### config.mk
export PLATFORM = sky130hd
export DESIGN_NAME = sdp_mem_request_arb
export DESIGN_NICKNAME = d
export VERILOG_FILES = /design/src/rtl/sdp_mem_request_arb_pkg.sv /design/src/rtl/sdp_arb_owner_fifo.sv /design/src/rtl/sdp_mem_request_arb.sv
export SDC_FILE = /design/constraint.sdc
export NUM_CORES = 1
export LEC_CHECK = 0
export BUFFER_PORTS_ARGS = -buffer_cell sky130_fd_sc_hd__buf_2
export CORE_MARGIN = 4
export CORE_UTILIZATION = 53
export DETAILED_ROUTE_END_ITERATION = 8
export PLACE_DENSITY = 0.88
export SETUP_SLACK_MARGIN = 0.02
export SLEW_MARGIN = 20
export SYNTH_ARGS = -nofsm -noshare
export SYNTH_HDL_FRONTEND = slang
export SYNTH_SLANG_ARGS = --single-unit
### constraint.sdc
create_clock -name clk -period 3.3 [get_ports clk]
set_input_delay 0 -clock clk [delete_from_list [all_inputs] [get_ports clk]]
set_output_delay 0 -clock clk [all_outputs]
set_load 0.01 [all_outputs]
### src/rtl/sdp_mem_request_arb_pkg.sv
// Shared encodings and default sizing for the SDP memory request arbiter.
// Field widths stand in for the manager's DRAM address and std-interface control ranges.
package sdp_mem_request_arb_pkg;

    localparam int SDP_ARB_NUM_REQ          = 3;
    localparam int SDP_ARB_OWNER_FIFO_DEPTH = 8;

    localparam logic [0:0] SDP_ARB_STATE_IDLE   = 1'b0;
    localparam logic [0:0] SDP_ARB_STATE_LOCKED = 1'b1;

    localparam int CNTL_W = 2;
    localparam int CHAN_W = 2;
    localparam int BANK_W = 3;
    localparam int PAGE_W = 12;
    localparam int WORD_W = 5;

    localparam logic [CNTL_W-1:0] CNTL_MOM     = 2'b00;
    localparam logic [CNTL_W-1:0] CNTL_SOM     = 2'b01;
    localparam logic [CNTL_W-1:0] CNTL_EOM     = 2'b10;
    localparam logic [CNTL_W-1:0] CNTL_SOM_EOM = 2'b11;

    function automatic logic cntl_ends_txn(input logic [CNTL_W-1:0] cntl);
        return (cntl == CNTL_EOM) || (cntl == CNTL_SOM_EOM);
    endfunction

endpackage

### src/rtl/sdp_arb_owner_fifo.sv
// Owner-ID FIFO recording which requester issued each MMC beat; head is combinational.
// Pointers carry an extra wrap bit so full and empty are distinguished without a counter.
module sdp_arb_owner_fifo #(
    parameter int WIDTH = 2,
    parameter int DEPTH = 8
) (
    input  logic             clk,
    input  logic             reset_poweron,
    input  logic             push_i,
    input  logic [WIDTH-1:0] push_dat_i,
    input  logic             pop_i,
    output logic [WIDTH-1:0] head_dat_o,
    output logic             full_o,
    output logic             empty_o
);
    localparam int AW = $clog2(DEPTH);

    logic [WIDTH-1:0] mem_q [DEPTH];
    logic [AW:0]      wr_ptr_q, wr_ptr_d;
    logic [AW:0]      rd_ptr_q, rd_ptr_d;

    assign empty_o    = (wr_ptr_q == rd_ptr_q);
    assign full_o     = (wr_ptr_q[AW] != rd_ptr_q[AW]) && (wr_ptr_q[AW-1:0] == rd_ptr_q[AW-1:0]);
    assign head_dat_o = mem_q[rd_ptr_q[AW-1:0]];

    always_comb begin
        wr_ptr_d = wr_ptr_q;
        rd_ptr_d = rd_ptr_q;
        if (push_i && !full_o) begin
            wr_ptr_d = wr_ptr_q + 1'b1;
        end
        if (pop_i && !empty_o) begin
            rd_ptr_d = rd_ptr_q + 1'b1;
        end
    end

    always_ff @(posedge clk or negedge reset_poweron) begin
        if (!reset_poweron) begin
            wr_ptr_q <= '0;
            rd_ptr_q <= '0;
        end else begin
            wr_ptr_q <= wr_ptr_d;
            rd_ptr_q <= rd_ptr_d;
        end
    end

    always_ff @(posedge clk) begin
        if (push_i && !full_o) begin
            mem_q[wr_ptr_q[AW-1:0]] <= push_dat_i;
        end
    end

endmodule

### src/rtl/sdp_mem_request_arb.sv
// Round-robin arbiter sharing the MMC request port; each SOM..EOM transaction is held atomically.
// Grant -> ready one cycle later -> MMC valid the cycle after; responses steered by owner FIFO order.
module sdp_mem_request_arb
    import sdp_mem_request_arb_pkg::*;
#(
    parameter int NUM_REQ          = SDP_ARB_NUM_REQ,
    parameter int OWNER_FIFO_DEPTH = SDP_ARB_OWNER_FIFO_DEPTH
) (
    input  logic                      clk,
    input  logic                      reset_poweron,
    input  logic [NUM_REQ-1:0]        req__arb__valid,
    input  logic [NUM_REQ*CNTL_W-1:0] req__arb__cntl,
    input  logic [NUM_REQ*CHAN_W-1:0] req__arb__channel,
    input  logic [NUM_REQ*BANK_W-1:0] req__arb__bank,
    input  logic [NUM_REQ*PAGE_W-1:0] req__arb__page,
    input  logic [NUM_REQ*WORD_W-1:0] req__arb__word,
    output logic [NUM_REQ-1:0]        arb__req__ready,
    output logic                      arb__mmc__valid,
    output logic [CNTL_W-1:0]         arb__mmc__cntl,
    output logic [CHAN_W-1:0]         arb__mmc__channel,
    output logic [BANK_W-1:0]         arb__mmc__bank,
    output logic [PAGE_W-1:0]         arb__mmc__page,
    output logic [WORD_W-1:0]         arb__mmc__word,
    input  logic                      mmc__arb__ready,
    input  logic                      mmc__arb__resp_valid,
    output logic [NUM_REQ-1:0]        arb__req__resp_valid,
    output logic                      arb__sys__owner_err
);
    localparam int IDW = $clog2(NUM_REQ);

    // First valid requester at or after ptr, searching cyclically.
    function automatic logic [IDW-1:0] rr_pick(input logic [NUM_REQ-1:0] vld, input logic [IDW-1:0] ptr);
        logic [IDW-1:0] pick;
        logic [IDW-1:0] idx;
        logic           found;
        pick  = ptr;
        found = 1'b0;
        for (int i = 0; i < NUM_REQ; i++) begin
            idx = IDW'((int'(ptr) + i) % NUM_REQ);
            if (!found && vld[idx]) begin
                pick  = idx;
                found = 1'b1;
            end
        end
        return pick;
    endfunction

    logic [0:0]     state_q, state_d;
    logic [IDW-1:0] grant_q, grant_d;
    logic [IDW-1:0] rr_ptr_q, rr_ptr_d;
    logic           mmc_vld_q;
    logic [CNTL_W-1:0] mmc_cntl_q;
    logic [CHAN_W-1:0] mmc_chan_q;
    logic [BANK_W-1:0] mmc_bank_q;
    logic [PAGE_W-1:0] mmc_page_q;
    logic [WORD_W-1:0] mmc_word_q;
    logic           err_q;

    logic           fifo_full, fifo_empty, slot_free, beat_acc, resp_pop;
    logic [IDW-1:0] fifo_head;
    logic [CNTL_W-1:0] sel_cntl;
    logic [CHAN_W-1:0] sel_chan;
    logic [BANK_W-1:0] sel_bank;
    logic [PAGE_W-1:0] sel_page;
    logic [WORD_W-1:0] sel_word;

    always_comb begin
        sel_cntl = '0;
        sel_chan = '0;
        sel_bank = '0;
        sel_page = '0;
        sel_word = '0;
        for (int i = 0; i < NUM_REQ; i++) begin
            if (grant_q == IDW'(i)) begin
                sel_cntl = req__arb__cntl[i*CNTL_W +: CNTL_W];
                sel_chan = req__arb__channel[i*CHAN_W +: CHAN_W];
                sel_bank = req__arb__bank[i*BANK_W +: BANK_W];
                sel_page = req__arb__page[i*PAGE_W +: PAGE_W];
                sel_word = req__arb__word[i*WORD_W +: WORD_W];
            end
        end
    end

    // A beat may enter only if the output stage drains this cycle and an owner slot is free.
    assign slot_free = (~mmc_vld_q | mmc__arb__ready) & ~fifo_full;
    assign beat_acc  = (state_q == SDP_ARB_STATE_LOCKED) & slot_free & req__arb__valid[grant_q];

    always_comb begin
        arb__req__ready = '0;
        if (state_q == SDP_ARB_STATE_LOCKED) begin
            arb__req__ready[grant_q] = slot_free;
        end
    end

    always_comb begin
        state_d  = state_q;
        grant_d  = grant_q;
        rr_ptr_d = rr_ptr_q;
        if (state_q == SDP_ARB_STATE_IDLE) begin
            if (|req__arb__valid) begin
                grant_d = rr_pick(req__arb__valid, rr_ptr_q);
                state_d = SDP_ARB_STATE_LOCKED;
            end
        end else if (beat_acc && cntl_ends_txn(sel_cntl)) begin
            rr_ptr_d = (grant_q == IDW'(NUM_REQ-1)) ? '0 : grant_q + 1'b1;
            state_d  = SDP_ARB_STATE_IDLE;
        end
    end

    always_ff @(posedge clk or negedge reset_poweron) begin
        if (!reset_poweron) begin
            state_q    <= SDP_ARB_STATE_IDLE;
            grant_q    <= '0;
            rr_ptr_q   <= '0;
            mmc_vld_q  <= 1'b0;
            mmc_cntl_q <= '0;
            mmc_chan_q <= '0;
            mmc_bank_q <= '0;
            mmc_page_q <= '0;
            mmc_word_q <= '0;
            err_q      <= 1'b0;
        end else begin
            state_q  <= state_d;
            grant_q  <= grant_d;
            rr_ptr_q <= rr_ptr_d;
            if (beat_acc) begin
                mmc_vld_q  <= 1'b1;
                mmc_cntl_q <= sel_cntl;
                mmc_chan_q <= sel_chan;
                mmc_bank_q <= sel_bank;
                mmc_page_q <= sel_page;
                mmc_word_q <= sel_word;
            end else if (mmc__arb__ready) begin
                mmc_vld_q <= 1'b0;
            end
            if (mmc__arb__resp_valid && fifo_empty) begin
                err_q <= 1'b1;
            end
        end
    end

    sdp_arb_owner_fifo #(
        .WIDTH (IDW),
        .DEPTH (OWNER_FIFO_DEPTH)
    ) u_owner_fifo (
        .clk           (clk),
        .reset_poweron (reset_poweron),
        .push_i        (beat_acc),
        .push_dat_i    (grant_q),
        .pop_i         (resp_pop),
        .head_dat_o    (fifo_head),
        .full_o        (fifo_full),
        .empty_o       (fifo_empty)
    );

    assign resp_pop             = mmc__arb__resp_valid & ~fifo_empty;
    assign arb__req__resp_valid = resp_pop ? (NUM_REQ'(1) << fifo_head) : '0;

    assign arb__mmc__valid     = mmc_vld_q;
    assign arb__mmc__cntl      = mmc_cntl_q;
    assign arb__mmc__channel   = mmc_chan_q;
    assign arb__mmc__bank      = mmc_bank_q;
    assign arb__mmc__page      = mmc_page_q;
    assign arb__mmc__word      = mmc_word_q;
    assign arb__sys__owner_err = err_q;

endmodule

==> results of run 1 <==
-- through the flow --
step / cells / area, µm²
floorplan: 298 / 3020
global placement: 463 / 3580
global route: 491 / 3870
CTS: 491 / 3870
detailed placement: 463 / 3580
finish: 491 / 3870
-- power groups by stage --
| stage | clock network, mW | registers (mW) | logic [mW] |
|---|---|---|---|
| 3_3_place_gp | 0 | 1.31 | 1.68 |
| 4_1_cts | 0.371 | 1.31 | 1.76 |
| 2_1_floorplan | 0 | 1.24 | 1.33 |
| 3_5_place_dp | 0 | 1.32 | 1.75 |
| 5_1_grt | 0.401 | 1.37 | 1.97 |
| 6_report | 0.361 | 1.32 | 1.77 |
-- worst register-to-register path, delay by kind of cell (launching register included) --
family	cells	cell delay, ps
simple gates	3	1380
flops	1	770
compound gates	1	120
-- layer usage --
metal | part of all wire | GRT usage
met3 | 0.078 | 0.0595
met4 | 0.025 | 0.0819
met2 | 0.51 | 0.391
met5 | 0 | 0
met1 | 0.39 | 0.271
-- cell type report --
| cell class | instances | area [µm²] |
|---|---|---|
| tap | 72 | 90.1 |
| clock buffer | 5 | 68.8 |
| inverter | 7 | 26.3 |
| sequential | 55 | 1460 |
| timing repair buffer | 134 | 781 |
| multi-input combinational | 215 | 1430 |
| fill | 381 | 1640 |
| clock inverter | 3 | 18.8 |
-- cells in the final DEF (no fill, tap or decap), types with 7 or more instances in the layout --
cell and count:
buf_2 110, nor2_1 52, a21oi_1 49, dfrtp_1 38, mux2i_1 28, dlygate4sd3_1 20
edfxtp_1 16, nand2_1 15, xnor2_1 7, inv_1 7
-- cells in the mapped netlist, types with 2 or more instances --
| cell type | count | area [µm²] |
|---|---|---|
| a21oi_1 | 49 | 245 |
| a31oi_1 | 3 | 18.8 |
| buf_2 | 13 | 65.1 |
| buf_4 | 3 | 22.5 |
| clkbuf_1 | 4 | 15.0 |
| dfrtp_1 | 39 | 976 |
| edfxtp_1 | 16 | 480 |
| ha_1 | 6 | 75.1 |
| inv_1 | 7 | 26.3 |
| mux2_2 | 5 | 56.3 |
| mux2i_1 | 28 | 280 |
| mux4_2 | 4 | 90.1 |
| nand2_1 | 15 | 56.3 |
| nand2b_1 | 2 | 12.5 |
| nand3_1 | 3 | 15.0 |
| nand4_1 | 2 | 12.5 |
| nor2_1 | 52 | 195 |
| nor2b_1 | 3 | 18.8 |
| nor3_1 | 4 | 20.0 |
| nor3b_1 | 2 | 15.0 |
| o21ai_0 | 5 | 25.0 |
| xnor2_1 | 7 | 61.3 |
| xor2_1 | 3 | 26.3 |
-- registers in the layout (all words and copies together), names as in the netlist --
register and flops:
arb__sys__owner_err 1, rr_ptr_q 2, arb__mmc__valid 1, u_owner_fifo.wr_ptr_q 4
arb__mmc__cntl 2, arb__mmc__word 5, arb__mmc__bank 3, grant_q 2
arb__mmc__page 12, u_owner_fifo.mem_q 16, state_q 1, u_owner_fifo.rd_ptr_q 4
arb__mmc__channel 2
-- worst max path at each step --
stage,end,from,cells past startpoint
global placement,u_owner_fifo.mem_q[6][0]$_DFFE_PP_,grant_q[1]$_DFFE_PN0P_,5
finish,u_owner_fifo.mem_q[4][1]$_DFFE_PP_,grant_q[1]$_DFFE_PN0P_,4
global route,u_owner_fifo.mem_q[0][1]$_DFFE_PP_,grant_q[1]$_DFFE_PN0P_,4
floorplan,u_owner_fifo.mem_q[0][0]$_DFFE_PP_,grant_q[1]$_DFFE_PN0P_,6
CTS,u_owner_fifo.mem_q[6][1]$_DFFE_PP_,grant_q[1]$_DFFE_PN0P_,5
detailed placement,u_owner_fifo.mem_q[6][1]$_DFFE_PP_,grant_q[1]$_DFFE_PN0P_,5
-- cell families after synthesis --
kind of cell    Yosys count  share of synthesized area
simple gates             98                      0.160
compound gates           64                      0.114
flops                    55                      0.483
mux                      37                      0.141
buf+inv                  28                     0.0473
xor+xnor                 10                     0.0290
fa+ha+maj                 6                     0.0249
-- repair_timing --
action,in CTS,in global routing
hold buffers,20,0
endpoints found under the hold margin,58,0
buffers inserted,0,0
==> impl_metrics.tcl, run 1 <==
set metrics [dict create \
    critPathBufInv 0 \
    critPathLaunchType "flop" \
    dieArea_mm2 0.00696 \
    grt_max_degree 42 \
    portBuffers 110 \
    switching_share 0.433 \
    antenna_left 0 \
    drc 0 \
    ys_warn_count 0 \
    syn_nets 383 \
    p_comb_frac 0.513 \
    hold_path.class "input port to flop" \
    hold_viol_final 0 \
    grt_pass1_vias 2767 \
    status "finished, final reports clean" \
    p_seq_frac 0.382 \
    path_clk_slew_ps 90 \
    gp_congestion 0.778 \
    antenna_cells 0 \
    drive_gt1_frac 0.325 \
    drv_cap 0 \
    cts_inserted_buffers 5 \
    synth_edf_count 16 \
    holdWs_ps 8.29 \
    dp_slack_ps 712 \
    drv_slew 0 \
    r2r_slack_ps 670 \
    max_freq_mhz 380 \
    die_h_um 83.4 \
    wire_per_inst_um 15.2 \
    ys_seq_elements 55 \
    r2r-end "u_owner_fifo.mem_q[4][1]$_DFFE_PP_" \
    cts.path.max_buffers 2 \
    fin_skew_ps 11.5 \
    slew_headroom 0.426 \
    syn_area_per_cell_um2 10.1 \
    core_mm2 0.00551 \
    ys_seq_area_frac 0.483 \
    initial_core_util 0.548 \
    cpPeakStageDelay_ps 770 \
    critPathRequiredTime_ps 3250 \
    layout_min_cycle_time_ps 2630 \
    fin_ws_ps 665 \
    post_cts_resized 0 \
    antenna_found_initial 0 \
    clk_latency_ps 310 \
    setup_viol 0 \
    hpwl_um 5380 \
    fin_crit_sh 0.798 \
    drt_first_pass_iters 4 \
    hold_depth 3 \
    cts_tree "yes" \
    reg2reg_from "grant_q[1]$_DFFE_PN0P_" \
    clockPowerShare 0.105 \
    cts.sinks 55 \
    r2r_cells 4 \
    ys_async_sr_fraction 0.709 \
    vias 2651 \
    netlist_instances 298 \
    netlist-cell-type-count 46 \
    min_from "req__arb__page[33]" \
    worst-slew-pin-transition_ps 860 \
    min_to "arb__mmc__page[9]$_DFFE_PN0P_" \
    tns_ps 0 \
    nets 503 \
    cp_slowest_cell "dfrtp_1" \
    crit_path_end_kind "flop" \
    grt_pass1_wl_um 12900 \
    intPower_mw 1.95 \
    power_mw 3.45 \
    rsz0062_at_grt "no" \
    power_leakage_nw 1.73 \
    path_cells "nor2b_2 -> a2bb2oi_1 -> nor3b_4 -> nor4bb_1" \
    p_switching_mw 1.49 \
    rows 27 \
    cp.arrival_ps 2580 \
    drt_wl_total_um 7480 \
    powerDensity_mw_per_mm2 891 \
    ir_worst_vdd_v 0.000568 \
    boundaryPins 111 \
    viasPerCell 5.40 \
    cp_top_family "simple AND/OR/NAND/NOR gates" \
    path_max_fanout 22 \
    crit_type "flop to flop" \
    syn_to_final_growth_pct 28.2 \
    cts_root_buf "clkbuf_8" \
    cts.htree.levels 2 \
    die_x_um 83.4 \
    synth_area_mm2 0.00302 \
    drt_iter0_markers 191 \
    overflow 0 \
    grt_usage 0.226 \
    fin_util 0.703 \
    synth_flop_cell "dfrtp_1" \
]
No activity file was read; power rests on OpenSTA's default activity.
==> run 2: changes to the inputs <==
--- a/config.mk
+++ b/config.mk
@@ -5,11 +5,12 @@
 export SDC_FILE = /design/constraint.sdc
 export NUM_CORES = 1
 export LEC_CHECK = 0
+export ABC_AREA = 1
 export BUFFER_PORTS_ARGS = -buffer_cell sky130_fd_sc_hd__buf_2
 export CORE_MARGIN = 4
-export CORE_UTILIZATION = 53
+export CORE_UTILIZATION = 49
 export DETAILED_ROUTE_END_ITERATION = 8
-export PLACE_DENSITY = 0.88
+export PLACE_DENSITY = 0.83
 export SETUP_SLACK_MARGIN = 0.02
 export SLEW_MARGIN = 20
 export SYNTH_ARGS = -nofsm -noshare
==> constraint.sdc (replaced) <==
create_clock -name clk -period 2.6 [get_ports clk]
set_input_delay 0 -clock clk [delete_from_list [all_inputs] [get_ports clk]]
set_output_delay 0 -clock clk [all_outputs]
set_load 0.01 [all_outputs]
==> impl_metrics.tcl, run 2 <==
set metrics [dict create \
    worst-slew-pin-transition_ps 886 \
    antenna_found_initial 0 \
    yosys.area.top_type "dfrtp_1" \
    synth_top_area_frac 0.327 \
    largest_register_ffs 16 \
    critPathLaunchType "flop" \
    crit_path_end_kind "output pin" \
    syn_to_final_growth_pct 30.6 \
    clk_latency_ps 320 \
    ys_seq_elements 55 \
    startpoint "u_owner_fifo.rd_ptr_q[0]$_DFFE_PN0P_" \
    cp_slowest_cell "dfrtp_1" \
    overflow 0 \
    viasPerCell 5.18 \
    drt_iter0_markers 173 \
    p_comb_frac 0.531 \
    core_mm2 0.00592 \
    grt_usage 0.212 \
    cts_tree "yes" \
    gp_congestion 0.935 \
    antenna_cells 0 \
    fin_area_mm2 0.00390 \
    cts.sinks 55 \
    netlist_instances 343 \
    holdWs_ps 26.0 \
    path_cells "clkinv_1 -> o21ai_0 -> o22ai_1 -> o21ai_0 -> inv_1 -> nor2_1 -> buf_2" \
    cts.path.max_buffers 2 \
    grt_max_degree 40 \
    synth_edf_count 16 \
    intPower_mw 2.36 \
    cp_top_family "flip-flops" \
    drt_wl_total_um 7810 \
    powerDensity_mw_per_mm2 1130 \
    placed_area_mm2 0.00354 \
    hold_path.class "input port to flop" \
    synth_common_cells "nand2_1, dfrtp_1, inv_1" \
    reg2reg_from "grant_q[0]$_DFFE_PN0P_" \
    boundaryPins 111 \
    cpMostUsedCell "o21ai_0" \
    critPathBufInv 3 \
    ir_worst_vdd_v 0.000552 \
    hold_depth 4 \
    layout_common_cells "buf_2, nand2_1, dfrtp_1, inv_1" \
    synth_most_common_cell "nand2_1" \
    antenna_left 0 \
    ys_seq_area_frac 0.488 \
    clockPowerShare 0.117 \
    synth_area_mm2 0.00299 \
    drc 0 \
    cts.htree.levels 2 \
    cpPeakStageDelay_ps 580 \
    nets 558 \
    ys_warn_count 0 \
    drive_gt1_frac 0.283 \
    setup_viol 0 \
    cts_inserted_buffers 5 \
    critPathRequiredTime_ps 2600 \
    fin_crit_sh 0.817 \
    switching_share 0.463 \
    hold_viol_final 0 \
    grt_pass1_vias 2777 \
    multi_input_comb_area_mm2 0.00130 \
    grt_pass1_wl_um 12400 \
    r2r_cells 4 \
    power_leakage_nw 1.94 \
    hpwl_um 5530 \
    die_h_um 86.1 \
    ys_async_sr_fraction 0.709 \
    final_common_cell "buf_2" \
    post_cts_resized 0 \
    slew_headroom 0.409 \
    path_max_fanout 12 \
    p_switching_mw 2.03 \
    syn_nets 428 \
    vias 2846 \
    fillers 470 \
    cp.arrival_ps 2120 \
    die_x_um 86.1 \
    r2r_slack_ps 500 \
    wire_per_inst_um 14.2 \
    seqCellArea_mm2 0.00146 \
    synth_flop_cell "dfrtp_1" \
    status "finished, final reports clean" \
    rsz0062_at_grt "no" \
    drv_cap 0 \
    layout_min_cycle_time_ps 2120 \
    netlist-cell-type-count 31 \
    path_clk_slew_ps 110 \
    fin_skew_ps 13.1 \
    rows 28 \
    initial_core_util 0.504 \
    endpoint "arb__req__resp_valid[0]" \
    drv_slew 0 \
    synth.area.top_cells "dfrtp_1, edfxtp_1, nand2_1" \
    crit_cells 7 \
    drt_first_pass_iters 4 \
    syn_area_per_cell_um2 8.71 \
    power_mw 4.39 \
    portBuffers 110 \
    crit_type "flop to output pin" \
    max_freq_mhz 471 \
    p_seq_frac 0.353 \
    r2r-end "u_owner_fifo.mem_q[2][0]$_DFFE_PP_" \
    tns_ps 0 \
    dieArea_mm2 0.00741 \
    cts_root_buf "clkbuf_8" \
]
==> run 2: changes by cell type in the layout (fill, tap and decap cells not counted), moves of 22 or more <==
cell     delta
a22o_1     +23
a21oi_1    -22
nand2_1    +57
inv_1      +23
nor2_1     -25
mux2i_1    -28
==> run 2: per-layer routing <==
layer | GRT usage | up-vias | wire [µm]
met5 | 0 | - | 0
li1 | - | 1425 | -
met2 | 0.355 | 99 | 3910
met4 | 0.0978 | 0 | 216
met3 | 0.0432 | 18 | 408
met1 | 0.262 | 1304 | 3270
==> run 2: power by group through the flow <==
stage | Sequential [mW] | Combinational, mW | Clock, mW
after floorplan | 1.53 | 1.74 | 0
after global placement | 1.55 | 2.22 | 0
after detailed placement | 1.56 | 2.30 | 0
after CTS | 1.55 | 2.34 | 0.518
after global routing | 1.60 | 2.63 | 0.551
final | 1.55 | 2.33 | 0.513
==> run 2: cells by family after synthesis <==
group / after synthesis / share of synthesized area
AOI/OAI and AO/OA: 99 / 0.208
xor gates and xnor gates: 5 / 0.0147
adders and majority gates: 6 / 0.0251
buffers and inverters: 48 / 0.0775
DFF: 55 / 0.488
and+or+nand+nor: 130 / 0.187
==> run 2: tightest hold or removal path, stage by stage <==
cell and delay, ps:
buf_2 70, a22o_1 110, a21oi_1 40, o21ai_2 90
==> run 2: worst min path at each step <==
stage	start	to	slack, ps
floorplan	reset_poweron	arb__mmc__bank[0]$_DFFE_PN0P_	-300
global placement	reset_poweron	u_owner_fifo.rd_ptr_q[1]$_DFFE_PN0P_	160
detailed placement	reset_poweron	u_owner_fifo.rd_ptr_q[1]$_DFFE_PN0P_	170
CTS	req__arb__bank[4]	arb__mmc__bank[1]$_DFFE_PN0P_	20
global route	req__arb__word[7]	arb__mmc__word[2]$_DFFE_PN0P_	30
finish	req__arb__bank[4]	arb__mmc__bank[1]$_DFFE_PN0P_	30
==> run 2: repair_timing <==
action                                 CTS  global route
hold buffers                            26             0
buffers inserted                         0             0
endpoints found under the hold margin   64             0
==> run 2: through the flow <==
stage / cells / utilization / worst slack (ps)
floorplan: 343 / - / 829
detailed placement: 515 / 0.598 / 499
finish: 549 / 0.659 / 476
global route: 549 / 0.659 / 238
global placement: 515 / 0.598 / 596
CTS: 549 / 0.659 / 485
==> run 2: area by class of cell <==
type,count,share of cell area
flip-flops and latches,55,0.373
repair buffers,139,0.214
inverters,32,0.0308
well taps,75,0.0241
clock inverters,3,0.00738
clock buffers,5,0.0176
multi-input cells,240,0.333
==> run 3: changes to the inputs <==
--- a/config.mk
+++ b/config.mk
@@ -5,12 +5,12 @@
 export SDC_FILE = /design/constraint.sdc
 export NUM_CORES = 1
 export LEC_CHECK = 0
-export ABC_AREA = 1
+export ABC_AREA = 0
 export BUFFER_PORTS_ARGS = -buffer_cell sky130_fd_sc_hd__buf_2
 export CORE_MARGIN = 4
-export CORE_UTILIZATION = 49
+export CORE_UTILIZATION = 45
 export DETAILED_ROUTE_END_ITERATION = 8
-export PLACE_DENSITY = 0.83
+export PLACE_DENSITY = 0.8
 export SETUP_SLACK_MARGIN = 0.02
 export SLEW_MARGIN = 20
 export SYNTH_ARGS = -nofsm -noshare
==> constraint.sdc (replaced) <==
create_clock -name clk -period 1.8 [get_ports clk]
set_input_delay 0 -clock clk [delete_from_list [all_inputs] [get_ports clk]]
set_output_delay 0 -clock clk [all_outputs]
set_load 0.01 [all_outputs]
==> impl_metrics.tcl, run 3 (synthesized netlist as in run 1, its figures left out) <==
set metrics [dict create \
    gp_congestion 0.888 \
    drv_cap 0 \
    drt_iter0_markers 149 \
    syn_to_final_growth_pct 46.6 \
    ir_worst_vdd_v 0.000856 \
    cts.sinks 55 \
    dieArea_mm2 0.00808 \
    die_x_um 89.9 \
    final_common_cell "buf_2" \
    cts_root_buf "clkbuf_8" \
    grt_pass1_vias 3009 \
    path_clk_slew_ps 100 \
    drt_wl_total_um 9190 \
    r2r_slack_ps -100 \
    tns_ps -630 \
    wire_per_inst_um 17.3 \
    drt_first_pass_iters 4 \
    powerDensity_mw_per_mm2 1760 \
    min_from "req__arb__valid[1]" \
    power_leakage_nw 1.97 \
    fin_crit_sh 1.07 \
    layout_common_cells "buf_2, a21oi_1, nor2_1, dfrtp_1, mux2i_1" \
    max_freq_mhz 518 \
    hpwl_um 5530 \
    drv_slew 0 \
    setup_viol 9 \
    hold_depth 3 \
    fin_ws_ps -131 \
    crit_path_end_kind "output pin" \
    dp_slack_ps -13.3 \
    cts_tree "yes" \
    cts.path.max_buffers 2 \
    hold_path.class "input port to flop" \
    viasPerCell 5.49 \
    status "finished with violations" \
    die_h_um 89.9 \
    clk_latency_ps 330 \
    rsz0062_at_grt "yes" \
    core_mm2 0.00642 \
    antenna_cells 0 \
    layout_min_cycle_time_ps 1930 \
    portBuffers 110 \
    drive_gt1_frac 0.430 \
    grt_usage 0.207 \
    path_max_fanout 6 \
    critPathLaunchType "flop" \
    grt_pass1_wl_um 13800 \
    overflow 0 \
    grt_max_degree 40 \
    boundaryPins 111 \
    cp.arrival_ps 1930 \
    initial_core_util 0.470 \
    min_to "state_q$_DFF_PN0_" \
    r2r-end "u_owner_fifo.wr_ptr_q[2]$_DFFE_PN0P_" \
    nets 538 \
    cts_inserted_buffers 5 \
    cts.htree.levels 2 \
    rows 29 \
    hold_viol_final 0 \
    antenna_left 0 \
    violations "negative setup slack" \
    critPathRequiredTime_ps 1800 \
    power_mw 7.78 \
    r2r_cells 9 \
    worst-slew-pin-transition_ps 889 \
    largest_register_ffs 16 \
    drc 0 \
    crit_type "flop to output pin" \
    antenna_found_initial 0 \
    fin_skew_ps 17.3 \
    slew_headroom 0.408 \
    reg2reg_from "u_owner_fifo.rd_ptr_q[0]$_DFFE_PN0P_" \
    vias 2915 \
]
run 3: cell count changes in the layout (fill, tap and decap cells not counted), moves of 20 or more:
cell	before	now
inv_1	30	5
mux2i_1	0	26
nand2_1	72	13
nor2_1	27	47
a22o_1	23	0
buf_4	3	24
a21oi_1	27	49
run 3: final cells by class:
cell class	count	area (µm²)
flip-flops and latches	55	1460
clock inverters	3	26.3
clock buffers	5	68.8
inverters	7	26.3
multi-input cells	215	1630
fillers	416	2000
repair buffers	169	1110
well taps	77	96.3
run 3: critical path, stage by stage (launching register included):
cell,delay (ps)
dfrtp_1,380
buf_6,140
mux4_2,510
mux2_4,290
nor3_2,160
buf_2,140
run 3: worst max path at each step:
stage / start / endpoint / slack (ps)
floorplan: grant_q[0]$_DFFE_PN0P_ / u_owner_fifo.mem_q[3][0]$_DFFE_PP_ / 20
global placement: rr_ptr_q[0]$_DFFE_PN0P_ / grant_q[1]$_DFFE_PN0P_ / 40
detailed placement: rr_ptr_q[0]$_DFFE_PN0P_ / grant_q[1]$_DFFE_PN0P_ / -10
CTS: u_owner_fifo.rd_ptr_q[0]$_DFFE_PN0P_ / arb__req__resp_valid[1] / -130
global route: u_owner_fifo.rd_ptr_q[0]$_DFFE_PN0P_ / arb__req__resp_valid[2] / -240
finish: u_owner_fifo.rd_ptr_q[0]$_DFFE_PN0P_ / arb__req__resp_valid[2] / -130
run 3: stage by stage:
step	util	std cells	hold slack (ps)	cell area, µm²
3_3_place_gp	0.583	482	174	3740
3_5_place_dp	0.583	482	180	3740
2_1_floorplan	-	298	-296	3070
5_1_grt	0.688	531	102	4420
4_1_cts	0.652	522	47.0	4190
6_report	0.688	531	79.7	4420
run 3: routing by layer:
layer / vias to the layer above / track usage / share of wire
met5: - / 0 / 0
met4: 0 / 0.0931 / 0.029
met3: 30 / 0.0518 / 0.083
met2: 163 / 0.365 / 0.50
met1: 1369 / 0.238 / 0.38
li1: 1353 / - / -
run 3: what timing repair did:
item | 4_1_cts | 5_1_grt
gates cloned | 0 | 2
hold buffers | 25 | 0
pin swaps | 5 | 7
endpoints found under the hold margin | 63 | 0
endpoints found under the setup margin | 4 | 46
resized for setup | 12 | 31
setup buffers | 7 | 7
run 3: where the power goes:
group          total, mW  switching [mW]  internal, mW
Sequential          2.19           0.346          1.85
Clock              0.738           0.447         0.291
Combinational       4.85            2.55          2.29
Total               7.78            3.35          4.43
